--- config.mk ---
export PLATFORM = sky130hd
export DESIGN_NAME = r4_butter_driver_flat
export DESIGN_NICKNAME = d
export VERILOG_FILES = /design/src/rtl/r4_pkg.sv /design/src/rtl/r4_butter_driver_if.sv /design/src/rtl/r4_capture_pipe.sv /design/src/rtl/r4_butter_driver.sv /design/src/flat_wrapper.sv
export SDC_FILE = /design/constraint.sdc
export NUM_CORES = 1
export LEC_CHECK = 0
export ABC_AREA = 1
export CAP_MARGIN = 10
export CELL_PAD_IN_SITES_DETAIL_PLACEMENT = 1
export CELL_PAD_IN_SITES_GLOBAL_PLACEMENT = 1
export CORE_MARGIN = 2
export CORE_UTILIZATION = 31
export DETAILED_ROUTE_END_ITERATION = 10
export PLACE_DENSITY_LB_ADDON = 0.1
export REMOVE_ABC_BUFFERS = 1
export SETUP_SLACK_MARGIN = 0.1
export SYNTH_ARGS = -nofsm -noshare
export SYNTH_HDL_FRONTEND = slang
export SYNTH_SLANG_ARGS = --single-unit
--- constraint.sdc ---
create_clock -name CLK -period 3 [get_ports CLK]
set_input_delay 0.45 -clock CLK [delete_from_list [all_inputs] [get_ports CLK]]
set_output_delay 0.45 -clock CLK [all_outputs]
set_load 0.005 [all_outputs]
--- src/rtl/r4_pkg.sv ---
// rtl/r4_pkg.sv - shared types and control-line mapping for the radix-4 butterfly driver
package r4_pkg;

    localparam int W = 4;

    typedef enum logic [1:0] {
        FILL  = 2'd0,
        ISSUE = 2'd1,
        DRAIN = 2'd2,
        OUT   = 2'd3
    } state_t;

    typedef struct packed {
        logic [W-1:0] re;
        logic [W-1:0] im;
    } cplx_t;

    // Control word bit positions: C_EN is c1, C_IDX is {c3,c2}
    localparam int C_EN     = 0;
    localparam int C_IDX_LO = 1;
    localparam int C_IDX_HI = 2;

    function automatic logic [2:0] ctrl_word(input logic en, input logic [1:0] k);
        logic [2:0] w;
        w                   = '0;
        w[C_EN]             = en;
        w[C_IDX_HI:C_IDX_LO] = k;
        return w;
    endfunction

endpackage

--- src/rtl/r4_butter_driver_if.sv ---
// rtl/r4_butter_driver_if.sv - input sample stream and output result stream of the driver
interface r4_butter_driver_if;

    logic                 in_valid;
    logic                 in_ready;
    logic [r4_pkg::W-1:0] in_re;
    logic [r4_pkg::W-1:0] in_im;

    logic                 out_valid;
    logic                 out_ready;
    logic [r4_pkg::W-1:0] out_re;
    logic [r4_pkg::W-1:0] out_im;
    logic [1:0]           out_idx;
    logic                 out_last;

    modport master (
        output in_valid, in_re, in_im, out_ready,
        input  in_ready, out_valid, out_re, out_im, out_idx, out_last
    );

    modport slave (
        input  in_valid, in_re, in_im, out_ready,
        output in_ready, out_valid, out_re, out_im, out_idx, out_last
    );

endinterface

--- src/rtl/r4_capture_pipe.sv ---
// rtl/r4_capture_pipe.sv - delays {valid,k} tags by BFLY_LAT and captures Xro/Xio into res[k]
module r4_capture_pipe
    import r4_pkg::*;
#(
    parameter int BFLY_LAT = 1
) (
    input  logic            CLK,
    input  logic            RST,
    input  logic [2:0]      ctrl,
    input  cplx_t           res_in,
    output cplx_t [3:0]     res,
    output logic            done
);

    // tag = {valid, k}, aligned with the butterfly result it describes
    logic [2:0] tag;

    generate
        if (BFLY_LAT == 0) begin : g_lat0
            assign tag = {ctrl[C_EN], ctrl[C_IDX_HI:C_IDX_LO]};
        end else begin : g_shift
            logic [BFLY_LAT-1:0][2:0] sh;

            always_ff @(posedge CLK or negedge RST) begin
                if (!RST) begin
                    sh <= '0;
                end else begin
                    sh[0] <= {ctrl[C_EN], ctrl[C_IDX_HI:C_IDX_LO]};
                    for (int i = 1; i < BFLY_LAT; i++) begin
                        sh[i] <= sh[i-1];
                    end
                end
            end

            assign tag = sh[BFLY_LAT-1];
        end
    endgenerate

    always_ff @(posedge CLK or negedge RST) begin
        if (!RST) begin
            res  <= '0;
            done <= 1'b0;
        end else begin
            done <= 1'b0;
            if (tag[2]) begin
                res[tag[1:0]] <= res_in;
                done          <= (tag[1:0] == 2'd3);
            end
        end
    end

endmodule

--- src/rtl/r4_butter_driver.sv ---
// rtl/r4_butter_driver.sv - buffers a 4-point frame, sequences the butterfly bins and streams the results
module r4_butter_driver
    import r4_pkg::*;
#(
    parameter int BFLY_LAT = 1
) (
    input  logic         CLK,
    input  logic         RST,
    r4_butter_driver_if.slave bus,
    output logic [W-1:0] xr0,
    output logic [W-1:0] xr1,
    output logic [W-1:0] xr2,
    output logic [W-1:0] xr3,
    output logic [W-1:0] xi0,
    output logic [W-1:0] xi1,
    output logic [W-1:0] xi2,
    output logic [W-1:0] xi3,
    output logic         c1,
    output logic         c2,
    output logic         c3,
    input  logic [W-1:0] Xro,
    input  logic [W-1:0] Xio,
    output logic         busy
);

    state_t      state;
    logic [1:0]  fill_cnt;
    logic [1:0]  k;
    logic [1:0]  j;
    logic [1:0]  j_next;
    cplx_t [3:0] opnd;
    cplx_t [3:0] res;
    logic [2:0]  ctrl;
    logic        done;

    assign xr0 = opnd[0].re;
    assign xr1 = opnd[1].re;
    assign xr2 = opnd[2].re;
    assign xr3 = opnd[3].re;
    assign xi0 = opnd[0].im;
    assign xi1 = opnd[1].im;
    assign xi2 = opnd[2].im;
    assign xi3 = opnd[3].im;

    assign c1 = ctrl[C_EN];
    assign c2 = ctrl[C_IDX_LO];
    assign c3 = ctrl[C_IDX_HI];

    assign j_next = j + 2'd1;

    r4_capture_pipe #(
        .BFLY_LAT (BFLY_LAT)
    ) u_capture (
        .CLK    (CLK),
        .RST    (RST),
        .ctrl   (ctrl),
        .res_in ({Xro, Xio}),
        .res    (res),
        .done   (done)
    );

    always_ff @(posedge CLK or negedge RST) begin
        if (!RST) begin
            state         <= FILL;
            fill_cnt      <= 2'd0;
            k             <= 2'd0;
            j             <= 2'd0;
            opnd          <= '0;
            ctrl          <= '0;
            busy          <= 1'b0;
            bus.in_ready  <= 1'b0;
            bus.out_valid <= 1'b0;
            bus.out_re    <= '0;
            bus.out_im    <= '0;
            bus.out_idx   <= 2'd0;
            bus.out_last  <= 1'b0;
        end else begin
            case (state)
                FILL: begin
                    bus.in_ready <= 1'b1;
                    if (bus.in_valid && bus.in_ready) begin
                        opnd[fill_cnt] <= {bus.in_re, bus.in_im};
                        fill_cnt       <= fill_cnt + 2'd1;
                        if (fill_cnt == 2'd3) begin
                            state        <= ISSUE;
                            bus.in_ready <= 1'b0;
                            busy         <= 1'b1;
                            k            <= 2'd0;
                            ctrl         <= ctrl_word(1'b1, 2'd0);
                        end
                    end
                end

                ISSUE: begin
                    if (k == 2'd3) begin
                        ctrl  <= ctrl_word(1'b0, 2'd0);
                        state <= DRAIN;
                    end else begin
                        k    <= k + 2'd1;
                        ctrl <= ctrl_word(1'b1, k + 2'd1);
                    end
                end

                // Leave only once the bin-3 capture has landed in the result file
                DRAIN: begin
                    if (done) begin
                        state         <= OUT;
                        j             <= 2'd0;
                        bus.out_valid <= 1'b1;
                        bus.out_re    <= res[0].re;
                        bus.out_im    <= res[0].im;
                        bus.out_idx   <= 2'd0;
                        bus.out_last  <= 1'b0;
                    end
                end

                OUT: begin
                    if (bus.out_ready) begin
                        if (j == 2'd3) begin
                            state         <= FILL;
                            fill_cnt      <= 2'd0;
                            busy          <= 1'b0;
                            bus.in_ready  <= 1'b1;
                            bus.out_valid <= 1'b0;
                            bus.out_re    <= '0;
                            bus.out_im    <= '0;
                            bus.out_idx   <= 2'd0;
                            bus.out_last  <= 1'b0;
                        end else begin
                            j            <= j_next;
                            bus.out_re   <= res[j_next].re;
                            bus.out_im   <= res[j_next].im;
                            bus.out_idx  <= j_next;
                            bus.out_last <= (j_next == 2'd3);
                        end
                    end
                end

                default: state <= FILL;
            endcase
        end
    end

endmodule

--- src/flat_wrapper.sv ---
// flat-port wrapper written by rule: the top's interface ports become plain ports
module r4_butter_driver_flat import r4_pkg::*;
#(
    parameter int BFLY_LAT = 1
)
  (CLK, RST, xr0, xr1, xr2, xr3, xi0, xi1, xi2, xi3, c1, c2, c3, Xro, Xio, busy, bus_in_valid, bus_in_re, bus_in_im, bus_out_ready, bus_in_ready, bus_out_valid, bus_out_re, bus_out_im, bus_out_idx, bus_out_last);
  r4_butter_driver_if bus_i ();
  input  logic CLK;
  input  logic RST;
  output logic [W-1:0] xr0;
  output logic [W-1:0] xr1;
  output logic [W-1:0] xr2;
  output logic [W-1:0] xr3;
  output logic [W-1:0] xi0;
  output logic [W-1:0] xi1;
  output logic [W-1:0] xi2;
  output logic [W-1:0] xi3;
  output logic c1;
  output logic c2;
  output logic c3;
  input  logic [W-1:0] Xro;
  input  logic [W-1:0] Xio;
  output logic busy;
  input wire logic [$bits(bus_i.in_valid)-1:0] bus_in_valid;
  input wire logic [$bits(bus_i.in_re)-1:0] bus_in_re;
  input wire logic [$bits(bus_i.in_im)-1:0] bus_in_im;
  input wire logic [$bits(bus_i.out_ready)-1:0] bus_out_ready;
  output wire logic [$bits(bus_i.in_ready)-1:0] bus_in_ready;
  output wire logic [$bits(bus_i.out_valid)-1:0] bus_out_valid;
  output wire logic [$bits(bus_i.out_re)-1:0] bus_out_re;
  output wire logic [$bits(bus_i.out_im)-1:0] bus_out_im;
  output wire logic [$bits(bus_i.out_idx)-1:0] bus_out_idx;
  output wire logic [$bits(bus_i.out_last)-1:0] bus_out_last;
  assign bus_i.in_valid = bus_in_valid;
  assign bus_i.in_re = bus_in_re;
  assign bus_i.in_im = bus_in_im;
  assign bus_i.out_ready = bus_out_ready;
  assign bus_in_ready = bus_i.in_ready;
  assign bus_out_valid = bus_i.out_valid;
  assign bus_out_re = bus_i.out_re;
  assign bus_out_im = bus_i.out_im;
  assign bus_out_idx = bus_i.out_idx;
  assign bus_out_last = bus_i.out_last;
  r4_butter_driver #(.BFLY_LAT(BFLY_LAT)) u_core (.CLK(CLK), .RST(RST), .bus(bus_i), .xr0(xr0), .xr1(xr1), .xr2(xr2), .xr3(xr3), .xi0(xi0), .xi1(xi1), .xi2(xi2), .xi3(xi3), .c1(c1), .c2(c2), .c3(c3), .Xro(Xro), .Xio(Xio), .busy(busy));
endmodule
; After elaboration in Yosys (flattened, before gate mapping)
; Index checks and enable logic that the tools add are counted.
[totals]
output_inout_bits = 49
word_cells = 128
input_bits = 20
ff_bits = 93
[op_classes]
order_cmp = 5
reduce_logical = 17
eq_ne = 16
muxes = 57
addsub = 3
[op_table]
columns = op, n
row1 = $bwmux 32, 2
row2 = $demux 8 s2, 2
row3 = $mux 2, 15
row4 = $mux 4, 6
row5 = $mux 8, 3
row6 = $bmux 8 s2, 1
row7 = $pmux 2 s2, 4
row8 = $pmux 4 s2, 2
row9 = $reduce_and 4->1, 4
row10 = $eq 2x2->1 const B, 7
row11 = $mux 1, 13
row12 = $lt 2x3->1 const B, 3
row13 = $mux 3, 3
row14 = $reduce_and 3->1, 3
row15 = $ne 2x1->1 const B, 4
row16 = $ne 2x2->1 const B, 4
row17 = $pmux 1 s2, 4
row18 = $pmux 2 s4, 1
row19 = $add 2x1->2 const B, 3
row20 = $pmux 3 s2, 1
row21 = $reduce_and 6->1, 1
row22 = $reduce_bool 2->1, 3
row23 = $reduce_and 5->1, 1
row24 = $ge 2x1->1 const B, 2
row25 = 4 further kinds, 6

; Logic depth before layout (Yosys ltp)
[depth]
ltp_word = 6
mapped_depth = 10
ltp_nobuf = 8

; By module
; A second synthesis with hierarchy kept.
[unflattened]
hier_cells = 497
area_unflattened_um2 = 4450.5
[by_module_without_submodules]
columns = mod, n_inst, cells_each, area_per_inst_um2, seq_area_each_um2
row1 = r4_butter_driver, 1, 349, 2935.3, 1426.4
row2 = r4_capture_pipe, 1, 148, 1515.2, 900.9

; Worst setup path after synthesis
; No wires, ideal clock.
[synth_timing]
path_kind = register to register
startpoint = register u_core.j[0]
endpoint = register u_core.bus.out_im[0]
setup_time_ps = 121
stages_incl_launch_ff = 11
t_arrival_ps = 1672
setup_slack_ps = 1207
period_less_slack_ps = 1793
required_time_ps = 2879
n_path_buf = 3
path_cell_list = dfrtp_1 -> buf_4 -> inv_2 -> buf_4 -> ha_1 -> clkbuf_1 -> inv_1 -> nand3_1 -> nand2_1 -> nand2_1 -> a21oi_1
[synth_via]
elab_chain_len = 6
word_cells_on_any_way = 7
classes_between = 1 x add/sub / 1 x eq/ne / 5 x mux
[synth_rtl]
columns = element, line
row1 = from (decl), r4_butter_driver.sv:29  ; logic [1:0] j;
row2 = from (signal assigned), r4_butter_driver.sv:130  ; j <= j_next;
row3 = $add 2x1->2, r4_butter_driver.sv:49  ; assign j_next = j + 2'd1;
row4 = $bmux 8 s2, r4_butter_driver.sv:132  ; bus.out_im <= res[j_next].im;
row5 = $mux 8, --
row6 = $mux 4 *, r4_butter_driver.sv:119  ; if (j == 2'd3) begin
row7 = $mux 4 *, r4_butter_driver.sv:118  ; if (bus.out_ready) begin
row8 = $pmux 4 s2 *, r4_butter_driver.sv:78  ; case (state)
row9 = to (signal assigned), r4_butter_driver.sv:111  ; bus.out_im <= res[0].im;
row10 = to (signal assigned), r4_butter_driver.sv:132
row11 = to (decl), r4_butter_driver_if.sv:23  ; output in_ready, out_valid, out_re, out_im, out_idx, out_last
; Every way passes the cells marked *; elsewhere a longest branch is shown, timed or not. The select of a mux whose other input is x is not followed.
; A chain may end at the register's enable or synchronous reset.

; Final worst setup path
; Same ends and word-level chain as after synthesis.

==> impl_metrics.json <==
{
  "place_congestion": 0.769,
  "clkSinkCount": 93,
  "grt_pass1_vias": 3653,
  "ctsResizeCount": 0,
  "end_kind": "flip-flop",
  "post_cts_buffers": 0,
  "drc_errors": 0,
  "finalSetupViolations": 0,
  "period_minus_slack_ns": 2.09,
  "powerDensity_nw_per_um2": 1090,
  "cp_top_family": "adder cells",
  "synth_compound_area_frac": 0.108,
  "first_pass_iters": 5,
  "reg2reg_to": "u_core.bus.out_im[0]$_DFFE_PN0P_",
  "leakage_nw": 2.74,
  "netlist_area_um2": 4220,
  "synth_area_per_cell_um2": 8.27,
  "syn_inst": 510,
  "slew_violations": 0,
  "overflow": 0,
  "critPathSlowestCell": "ha_1",
  "synthAdderAreaFrac": 0.0386,
  "irDropWorstVdd_v": 0.000356,
  "fmax_mhz": 479,
  "yosys-mux-area-fraction": 0,
  "cp_common_cell": "nand2_1",
  "grt_pass1_wl_um": 18800,
  "path_clk_slew_ns": 0.07,
  "num_rows": 42,
  "via_per_inst": 4.50,
  "wl_um": 11100,
  "clock_latency_ns": 0.35,
  "clock-root-buffer": "clkbuf_16",
  "skew_ns": 0.00637,
  "path_class": "flip-flop to flip-flop",
  "seq_area_frac_synth": 0.552,
  "area_growth_pct": 26.0,
  "worstPathBufferInverterCount": 2,
  "hp-class": "primary input to asynchronous set/reset pin",
  "final_common_cell": "nand2_1",
  "antennaDiodeCount": 0,
  "grt_usage": 0.168,
  "drive_gt1_frac": 0.0396,
  "htree_levels": 3,
  "rsz0062_at_grt": "no",
  "reg2reg_from": "u_core.j[0]$_DFFE_PN0P_",
  "cts_made_buffers": 9,
  "ff2ff_path_depth": 7,
  "grt_max_degree": 65,
  "worstPathCellList": "inv_2 > ha_1 > inv_1 > nand3_1 > nand2_1 > nand2_1 > a21oi_1",
  "synth_xor_area_frac": 0,
  "drtIter0Drc": 177,
  "maxSlewHeadroom": 0.461,
  "synth_top_family_by_area": "simple AND/OR/NAND/NOR gates",
  "fin_setup_tns_ns": 0,
  "crit_arrival_ns": 2.32,
  "max_stage_delay_ns": 0.61,
  "coreArea_um2": 13200,
  "worstMarginPinSlew_ns": 0.806,
  "io_pins": 69,
  "most-common-layout-cells": "nand2_1 (162), dfrtp_1 (93), inv_1 (83)",
  "dp_hpwl_um": 7590,
  "hold_viol": 0,
  "dp_slack_ns": 0.854,
  "r2r_slack_ns": 0.91,
  "cts_tree": "built",
  "wl_per_cell_um": 14.7,
  "critPathRequiredTime_ns": 3.23,
  "status": "finished clean",
  "period_share": 0.697,
  "antenna_found_initial": 0,
  "worst_slack_ns": 0.910,
  "ys_ff_latch": 93,
  "vias": 3409,
  "io_buffers": 68,
  "clock_path_buffers": 2,
  "crit_path_max_fanout": 18,
  "drtAntennaViolNets": 0,
  "die_w_um": 121,
  "fin_nets": 609,
  "maxCapViolCount": 0,
  "ys_warn_count": 0,
  "synth_simple_gate_area_frac": 0.200,
  "die_area_um2": 14600,
  "start_kind": "flip-flop",
  "holdBufCountCts": 0,
  "synth.distinct_cells": 19,
  "start_util": 0.318,
  "die_h_um": 121
}
registers in the layout, indices dropped and copies added (netlist names), 2 cells and up:
signal,flops
u_core.xi3,4
u_core.fill_cnt,2
u_core.bus.out_re,4
u_core.xi1,4
u_core.xr3,4
u_core.bus.out_im,4
u_core.xi2,4
u_core.xr0,4
u_core.k,2
u_core.state,2
u_core.bus.out_idx,2
u_core.ctrl,3
u_core.xr2,4
u_core.xr1,4
u_core.j,2
u_core.u_capture.res,32
u_core.xi0,4
u_core.u_capture.g_shift.sh,3
kinds of logic after synthesis:
kind of cell,Yosys count
buffers and inverters,101
AO/OA/AOI/OAI,89
flip-flops,93
adder cells (fa/ha/maj),13
AND/OR/NAND/NOR,214
report_power, final:
group / leakage [nW] / switching [W] / internal [W]
combinational: 1.46 / 0.00140 / 0.00111
clock: 0.129 / 0.000523 / 0.000569
sequential: 1.14 / 0.000352 / 0.00184
layer usage:
metal	part of all wire	global-route usage	wire, um
met3	0.052	0.0500	581
met2	0.44	0.259	4940
met1	0.49	0.220	5440
met4	0.015	0.0676	172
met5	0	0	0
worst max path at each step:
stage / cells past startpoint / slack [ns] / end / start
after floorplan: 7 / 1.16 / u_core.bus.out_im[0]$_DFFE_PN0P_ / u_core.j[0]$_DFFE_PN0P_
final: 7 / 0.91 / u_core.bus.out_im[0]$_DFFE_PN0P_ / u_core.j[0]$_DFFE_PN0P_
after global routing: 6 / 0.67 / u_core.bus.out_re[1]$_DFFE_PN0P_ / u_core.state[0]$_DFFE_PN0P_
after detailed placement: 6 / 0.85 / u_core.bus.out_valid$_DFFE_PN0P_ / u_core.state[0]$_DFFE_PN0P_
after CTS: 7 / 0.86 / u_core.bus.out_im[0]$_DFFE_PN0P_ / u_core.j[0]$_DFFE_PN0P_
after global placement: 7 / 0.92 / u_core.bus.out_re[2]$_DFFE_PN0P_ / u_core.j[0]$_DFFE_PN0P_
cell usage after synthesis:
library cell,n,share of area
ha_1,13,0.039
dfrtp_1,93,0.55
clkbuf_1,6,0.0053
inv_2,2,0.0018
nor2_2,1,0.0015
nand3_2,1,0.0024
nand3_1,25,0.030
o21ai_0,73,0.087
o31ai_1,1,0.0018
inv_1,83,0.074
buf_4,3,0.0053
nor2_1,25,0.022
a21oi_1,8,0.0095
clkinv_1,1,0.00089
o21ai_1,6,0.0071
nand2_1,162,0.14
buf_2,1,0.0012
o31ai_2,1,0.0030
buf_6,5,0.013
stage by stage:
| step | instances | cell area (um^2) | power [W] | utilization | hold slack [ns] |
|---|---|---|---|---|---|
| 3_3_place_gp | 741 | 5040 | 0.00470 | 0.380 | 0.420 |
| 4_1_cts | 757 | 5310 | 0.00590 | 0.401 | 0.0537 |
| 2_1_floorplan | 495 | 4110 | 0.00355 | - | 0.154 |
| 5_1_grt | 757 | 5310 | 0.00637 | 0.401 | 0.0651 |
| 6_report | 757 | 5310 | 0.00579 | 0.401 | 0.0463 |
| 3_5_place_dp | 741 | 5040 | 0.00476 | 0.380 | 0.408 |
cell type report:
cell class	instances	area, um^2
clock buffer	10	229
timing repair buffer	70	706
inverter	86	323
sequential	93	2330
clock inverter	6	46.3
tap	176	220
multi-input combinational	316	1460
fill	1637	7930
No activity file was read; power rests on OpenSTA's default activity.
==> RTL change (same settings) <==
`BFLY_LAT` is set to 1 in 3 places; all go to 0.
--- a/src/rtl/r4_capture_pipe.sv
+++ b/src/rtl/r4_capture_pipe.sv
@@ -2,7 +2,7 @@
 module r4_capture_pipe
     import r4_pkg::*;
 #(
-    parameter int BFLY_LAT = 1
+    parameter int BFLY_LAT = 0
 ) (
     input  logic            CLK,
     input  logic            RST,
--- a/src/rtl/r4_butter_driver.sv
+++ b/src/rtl/r4_butter_driver.sv
@@ -2,7 +2,7 @@
 module r4_butter_driver
     import r4_pkg::*;
 #(
-    parameter int BFLY_LAT = 1
+    parameter int BFLY_LAT = 0
 ) (
     input  logic         CLK,
     input  logic         RST,
--- a/src/flat_wrapper.sv
+++ b/src/flat_wrapper.sv
@@ -1,7 +1,7 @@
 // flat-port wrapper written by rule: the top's interface ports become plain ports
 module r4_butter_driver_flat import r4_pkg::*;
 #(
-    parameter int BFLY_LAT = 1
+    parameter int BFLY_LAT = 0
 )
   (CLK, RST, xr0, xr1, xr2, xr3, xi0, xi1, xi2, xi3, c1, c2, c3, Xro, Xio, busy, bus_in_valid, bus_in_re, bus_in_im, bus_out_ready, bus_in_ready, bus_out_valid, bus_out_re, bus_out_im, bus_out_idx, bus_out_last);
   r4_butter_driver_if bus_i ();
Formal check against the unedited RTL: no difference found for any inputs over 10 cycles, from zero or initial values and one cycle with RST low; that may be too few to reach the edited logic, so the function may still have changed.
==> RTL change against the original RTL <==
  * Count of clock-buffer cells in the layout is the same
  * Sequential cell count shrank 3
  * Power is essentially flat
  * Via count shrank 1.4%
  * Non-clock buffer count grew 2
  * Synthesized area shrank 1.7%
  * Worst setup slack gained 64 ps
  * Critical path depth is the same
  * Final area shrank 0.49%
  * Clock skew is essentially flat
  * Combinational power shrank 2%
  * First-iteration DRC count shrank 27%
  * Wire length shrank 4.0%
  * Clock power grew 12%
  * Largest power group unchanged
==> RTL change: results (changes against the original RTL) <==
Total power = 5.79 mW (about the same)
Max Freq = 494 MHz (+3.2%)
GR Layer Usage met2 = 27.3% (+1.4 points)
Run status = complete, no violations
Slew headroom = 48.4% (+2.3 points)
R2r setup slk = 970 ps (+60 ps)
Register bit total from synthesis = 90 (-3.2%)
DRT iter0 DRCs = 130 (-27%)
Pin count of the biggest net entering global routing = 59 (-9.2%)
Met2 WL = 5000 um (+1.3%)
Min Hold Slack = 186 ps (+139 ps)
Vias in the first global route = 3,529 (-3.4%)
Gp weighted congestion = 0.740 (-3.8%)
Invs w/o clock = 85 (-1.2%)
Clock network power share = 21.0% (+2.1 points)
Arrival time at the worst endpoint = 2290 ps (-30 ps)
Register area share after synthesis = 54.3% (-0.88 points)
Sw Ratio = 37.7% (-1.5 points)
Routed len/inst = 14.1 um (-4.0%)
Drt pass-1 iters = 6 (+1)
Clock-cell share = 6.06% (+0.88 points)
Fraction of area in multi-input gates = 27.7% (+0.23 points)
Comb_multi_in = 318 (+0.63%)
P_leak = 2.73 nW (about the same)
Leading post-synthesis cells by cell area = dfrtp_1, nand2_1, o21ai_0
GRT Util Overall = 16.4% (-0.34 points)
First-pass GRT wire length = 18,200 um (-3.0%)
Post-synthesis cell count = 508 (-0.39%)
Buffering overhead = 13.4% (+0.11 points)
Chip width = 120 um (-0.81%)
GR Util met3 = 2.99% (-2.0 points)
Layout cell share with drive strength beyond 1 = 4.30% (+0.34 points)
Max stage delay on crit path = 470 ps (-140 ps)
Drt total wl = 10,700 um (-4.0%)
Placed inst area = 4970 um2 (-1.4%)
Wl on met1 = 5120 um (-5.8%)
GR Util met1 = 21.2% (-0.82 points)
Cell Pwr Density = 1100 nW/um2 (+0.57%)
Most frequent cells after synthesis = nand2_1, dfrtp_1, inv_1, o21ai_0, nor2_1
Met3 wire length = 363 um (-38%)
Post-DP HPWL = 7540 um (-0.69%)
Place WS = 944 ps (+89.9 ps)
Skew final = 6.54 ps (+0.164 ps)
CP top delay family = buffers and inverters
==> RTL change: worst paths after layout <==
| check | end | cells after the start |
|---|---|---|
| setup / recovery | u_core.bus.out_re[2] | 7 |
| hold / removal | u_core.k[1] | 1 |
| setup reg to reg | u_core.bus.out_re[2] | 7 |
| hold reg to reg | u_core.u_capture.res[12] | 2 |
| max in group asynchronous | u_core.u_capture.res[6] | 2 |
| min in group CLK | u_core.u_capture.res[12] | 2 |
==> RTL change: worst register-to-register path: cells and delay by family (launching register included) <==
kind	cells	cell delay, ps
buffers and inverters	2	670
adder cells (fa/ha/maj)	1	470
flip-flops	1	400
AND/OR/NAND/NOR	3	280
AO/OA/AOI/OAI	1	130
==> RTL change: cell families (layout without fill, tap and decap cells) <==
logic type,count (synthesis),in the layout,share of synthesized area [%]
AND/OR/NAND/NOR,216,216,20.5
adder cells (fa/ha/maj),13,13,3.92
buffers and inverters,100,173,10.3
AO/OA/AOI/OAI,89,89,11.0
flip-flops,90,90,54.3
